`src/rtl/datamem_arbiter.sv`:
```
// Round-robin arbiter and sequencer for the data memory's single port.
// Two requesters share it over a req/ack handshake; each access takes IDLE -> ACCESS -> RESP.
module datamem_arbiter #(
    parameter int unsigned MEM_SIZE = 131072
) (
    input  logic        clk,
    input  logic        rst,
    input  logic        r0_req,
    input  logic        r0_we,
    input  logic [31:0] r0_addr,
    input  logic [31:0] r0_wdata,
    output logic        r0_ack,
    output logic        r0_err,
    output logic [31:0] r0_rdata,
    input  logic        r1_req,
    input  logic        r1_we,
    input  logic [31:0] r1_addr,
    input  logic [31:0] r1_wdata,
    output logic        r1_ack,
    output logic        r1_err,
    output logic [31:0] r1_rdata,
    output logic [31:0] mem_addr,
    output logic [31:0] mem_wdata,
    output logic        mem_wen,
    input  logic [31:0] mem_dout
);

    localparam int unsigned AW = 32;
    localparam logic [AW-1:0] ADDR_MAX = AW'(MEM_SIZE - 4);

    typedef enum logic [1:0] {
        IDLE   = 2'd0,
        ACCESS = 2'd1,
        RESP   = 2'd2
    } state_t;

    state_t        state;
    logic          last_grant;
    logic          win_id;
    logic          lat_we;
    logic [AW-1:0] lat_addr;
    logic [31:0]   lat_wdata;
    logic          addr_err;
    logic          grant_c;

    // The requester not granted last wins a tie; a lone requester always wins.
    assign grant_c  = (r0_req && r1_req) ? ~last_grant : r1_req;
    assign addr_err = lat_addr > ADDR_MAX;

    assign mem_addr  = lat_addr;
    assign mem_wdata = lat_wdata;
    // Decoded from state so an async reset in ACCESS drops the write at once.
    assign mem_wen   = (state == ACCESS) && lat_we && !addr_err;

    always_ff @(posedge clk or posedge rst) begin
        if (rst) begin
            state      <= IDLE;
            last_grant <= 1'b1;
            win_id     <= 1'b0;
            lat_we     <= 1'b0;
            lat_addr   <= '0;
            lat_wdata  <= '0;
            r0_ack     <= 1'b0;
            r0_err     <= 1'b0;
            r0_rdata   <= '0;
            r1_ack     <= 1'b0;
            r1_err     <= 1'b0;
            r1_rdata   <= '0;
        end else begin
            r0_ack <= 1'b0;
            r0_err <= 1'b0;
            r1_ack <= 1'b0;
            r1_err <= 1'b0;
            case (state)
                IDLE: begin
                    if (r0_req || r1_req) begin
                        win_id     <= grant_c;
                        last_grant <= grant_c;
                        lat_we     <= grant_c ? r1_we    : r0_we;
                        lat_addr   <= grant_c ? r1_addr  : r0_addr;
                        lat_wdata  <= grant_c ? r1_wdata : r0_wdata;
                        state      <= ACCESS;
                    end
                end
                ACCESS: begin
                    // Reads capture memory data; rejected accesses clear rdata.
                    if (addr_err || !lat_we) begin
                        if (win_id) r1_rdata <= addr_err ? '0 : mem_dout;
                        else        r0_rdata <= addr_err ? '0 : mem_dout;
                    end
                    if (win_id) begin
                        r1_ack <= 1'b1;
                        r1_err <= addr_err;
                    end else begin
                        r0_ack <= 1'b1;
                        r0_err <= addr_err;
                    end
                    state <= RESP;
                end
                RESP:    state <= IDLE;
                default: state <= IDLE;
            endcase
        end
    end

endmodule

```
`config.mk`:
```
export PLATFORM = sky130hd
export DESIGN_NAME = datamem_arbiter
export DESIGN_NICKNAME = d
export VERILOG_FILES = /design/src/rtl/datamem_arbiter.sv
export SDC_FILE = /design/constraint.sdc
export NUM_CORES = 1
export LEC_CHECK = 0
export BUFFER_PORTS_ARGS = -buffer_cell sky130_fd_sc_hd__buf_2
export CAP_MARGIN = 10
export CORE_MARGIN = 1.5
export CORE_UTILIZATION = 45
export DETAILED_ROUTE_END_ITERATION = 12
export GPL_ROUTABILITY_DRIVEN = 0
export GPL_TIMING_DRIVEN = 0
export PLACE_DENSITY = 0.75
export SKIP_LAST_GASP = 1
export SLEW_MARGIN = 10
export SYNTH_ARGS = -nofsm -noshare
export SYNTH_HDL_FRONTEND = slang
export SYNTH_SLANG_ARGS = --single-unit
export TNS_END_PERCENT = 100
```
`constraint.sdc`:
```
create_clock -name clk -period 6.4 [get_ports clk]
set_clock_uncertainty 0.15 [all_clocks]
set_input_delay 0.96 -clock clk [delete_from_list [all_inputs] [get_ports clk]]
set_output_delay 0.96 -clock clk [all_outputs]
set_load 0.03 [all_outputs]
```
==> results.sh <==
export IMPL_status="complete, no violations"
export IMPL_cts_resized=0
export IMPL_fp_row_count=41
export IMPL_dp_hpwl_um=13700
export IMPL_ys_ff_latch=137
export IMPL_synth_nets=662
export IMPL_synth_area_per_cell_sq_um=11.8
export IMPL_grt_pass1_wl_um=27100
export IMPL_io_buffer_count=298
export IMPL_grt_max_degree=85
export IMPL_synth_cell_area_sq_um=5840
export IMPL_ys_types=25
export IMPL_clk_pin_slew_ns=0.06
export IMPL_cts_setup_buffers=0
export IMPL_route_antenna_remaining_nets=0
export IMPL_cts_tree="done"
export IMPL_die_x_um=117
export IMPL_yosysTopAreaCell="dfrtp_1"
export IMPL_layout_drive_gt1_share_pct=43.2
export IMPL_ctsRootBufferMaster="clkbuf_16"
export IMPL_synthDominantCellAreaShare_pct=58.3
export IMPL_core_area_sq_um=12600
export IMPL_clock_latency_ns=0.41
export IMPL_routedWlPerCell_um=17.9
export IMPL_boundaryPins=299
export IMPL_synth_flop_cell="dfrtp_1"
export IMPL_hp_class="flop to flop"
export IMPL_die_area_sq_um=13700
export IMPL_period_minus_slack_ns=3.34
export IMPL_place_ws_ns=3.47
export IMPL_synth_warnings=0
export IMPL_r2r_start="mem_addr[20]"
export IMPL_overflow=0
export IMPL_timing_setup_critical_path_class="flop to primary output"
export IMPL_ir_drop_mv=0.286
export IMPL_endpoint_kind="primary output"
export IMPL_layout_nets=980
export IMPL_holdCritStartpoint="state[1]"
export IMPL_fmax_mhz=299
export IMPL_r2r_slack_ns=4.05
export IMPL_firstDrtPassIters=5
export IMPL_startpoint="mem_addr[20]"
export IMPL_worstSetupStartpointType="flop"
export IMPL_synth_area_leaders="dfrtp_1 58%, mux2i_1 11%, a22o_1 9.6%"
export IMPL_setup_viol_count_final=0
export IMPL_ys_seq_area_share_pct=58.8
export IMPL_track_usage_pct=26.4
export IMPL_cap_violations=0
export IMPL_whs_path_depth=1
export IMPL_power_leakage_nw=4.45
export IMPL_grt_busiest_layer="met2"
export IMPL_hold_ws_ns=0.324
export IMPL_cts_sinks=137
export IMPL_rsz0062_at_grt="false"
export IMPL_synthArstFlopShare_pct=100
export IMPL_synth_edf_count=0
export IMPL_cts_max_level=4
export IMPL_register_area_sq_um=3430
export IMPL_use_met1_pct=29.6
export IMPL_routed_wl_um=18000
export IMPL_multi_input_comb_area_sq_um=2160
export IMPL_stdcell_area_sq_um=8170
export IMPL_layout_common_cells="307 x buf_2, 136 x dfrtp_1, 66 x nand2_1"
export IMPL_drc=0
export IMPL_relSlewSlack_pct=64.4
export IMPL_min_to="state[1]"
export IMPL_grt_use_met3_pct=8.81
export IMPL_place_area_sq_um=7570
export IMPL_fillers=1013
export IMPL_hold_viol_final=0
export IMPL_cts_path_max_buffers=2
export IMPL_setup_slack_ns=3.06
export IMPL_path_max_fanout=7
export IMPL_layout_commonest_cell="buf_2"
export IMPL_period_share_pct=52.3
export IMPL_antenna_found_initial=3
export IMPL_setup_tns_ns=0
export IMPL_vias_per_cell=5.20
export IMPL_numCtsBuffers=17
export IMPL_p_per_area_nw_per_um2=443
export IMPL_dieHeight_um=117
export IMPL_finalMaxSlewViolations=0
export IMPL_required_ns=5.29
export IMPL_holdBufCountCts=0
export IMPL_dr_first_iter_drc_count=330
export IMPL_vias=5201
export IMPL_synthCells=496
export IMPL_start_util_pct=46.2
export IMPL_crit_arrival_ns=2.23
export IMPL_area_delta_synth_final_pct=39.9
export IMPL_reg2regPathDepth=6
export IMPL_tightest_slew_ns=0.534
export IMPL_reg2reg_to="r0_rdata[18]"
export IMPL_first_global_vias=5260
export IMPL_grt_util_met2_pct=46.2
how the worst max path moves through the flow:
stage | depth (start not counted) | slack, ns | endpoint
after floorplan | 1 | 1.62 | lat_we
after global placement | 2 | 0.25 | mem_wdata[8]
after detailed placement | 5 | 3.47 | mem_wen
after CTS | 5 | 3.01 | mem_wen
after global routing | 5 | 2.88 | mem_wen
final | 5 | 3.06 | mem_wen
layer usage:
layer,part of all wire [%],vias to the layer above
li1,-,2407
met1,37,2522
met2,52,235
met3,8.8,35
met4,2.3,2
met5,0.072,-
cell type report:
type | instances | area share, %
sequential | 137 | 42.0
multi-input combinational | 317 | 26.4
timing repair buffer | 299 | 18.6
clock buffer | 23 | 6.10
buffer | 38 | 2.85
tap | 172 | 2.64
clock inverter | 9 | 1.09
inverter | 4 | 0.245
antenna | 2 | 0.0613
registers in the layout, summed over array words and instances (netlist names), 2 cells and up:
| register | cells |
|---|---|
| r1_rdata | 32 |
| r0_rdata | 32 |
| mem_wdata | 32 |
| state | 2 |
| mem_addr | 32 |
report_power, final:
group	leakage, nW	internal (mW)	switching [mW]
clock	0.270	0.587	0.365
combinational	2.38	0.410	0.996
sequential	1.79	1.10	0.160
total	4.45	2.10	1.52
cell families after synthesis:
group,synth area share [%]
compound gates,15.9
buf+inv,4.25
flops,58.8
mux,11.5
simple gates,9.52
cell usage after synthesis, drive strengths merged (2+ instances only):
| cell | count |
|---|---|
| dfrtp | 136 |
| nor4 | 4 |
| inv | 4 |
| o21ai | 66 |
| mux2i | 65 |
| nor2 | 4 |
| nand2 | 66 |
| a21o | 2 |
| nor2b | 33 |
| mux2 | 2 |
| nand4 | 4 |
| and2 | 2 |
| clkbuf | 17 |
| buf | 21 |
| a22o | 64 |
critical path: stages (launching register included):
cell and delay, ns:
dfrtp_1 0.39, nor4_1 0.42, nand4_1 0.18, a41oi_2 0.42, and3_1 0.21, buf_2 0.20
metrics by stage:
| step | instances | power, mW | util (%) |
|---|---|---|---|
| floorplan | 496 | 2.18 | - |
| global placement | 966 | 2.64 | 59.8 |
| detailed placement | 967 | 2.68 | 60.0 |
| CTS | 999 | 3.64 | 64.7 |
| global route | 1001 | 3.82 | 64.7 |
| finish | 1001 | 3.62 | 64.7 |
(Power assumes the default switching activity.)
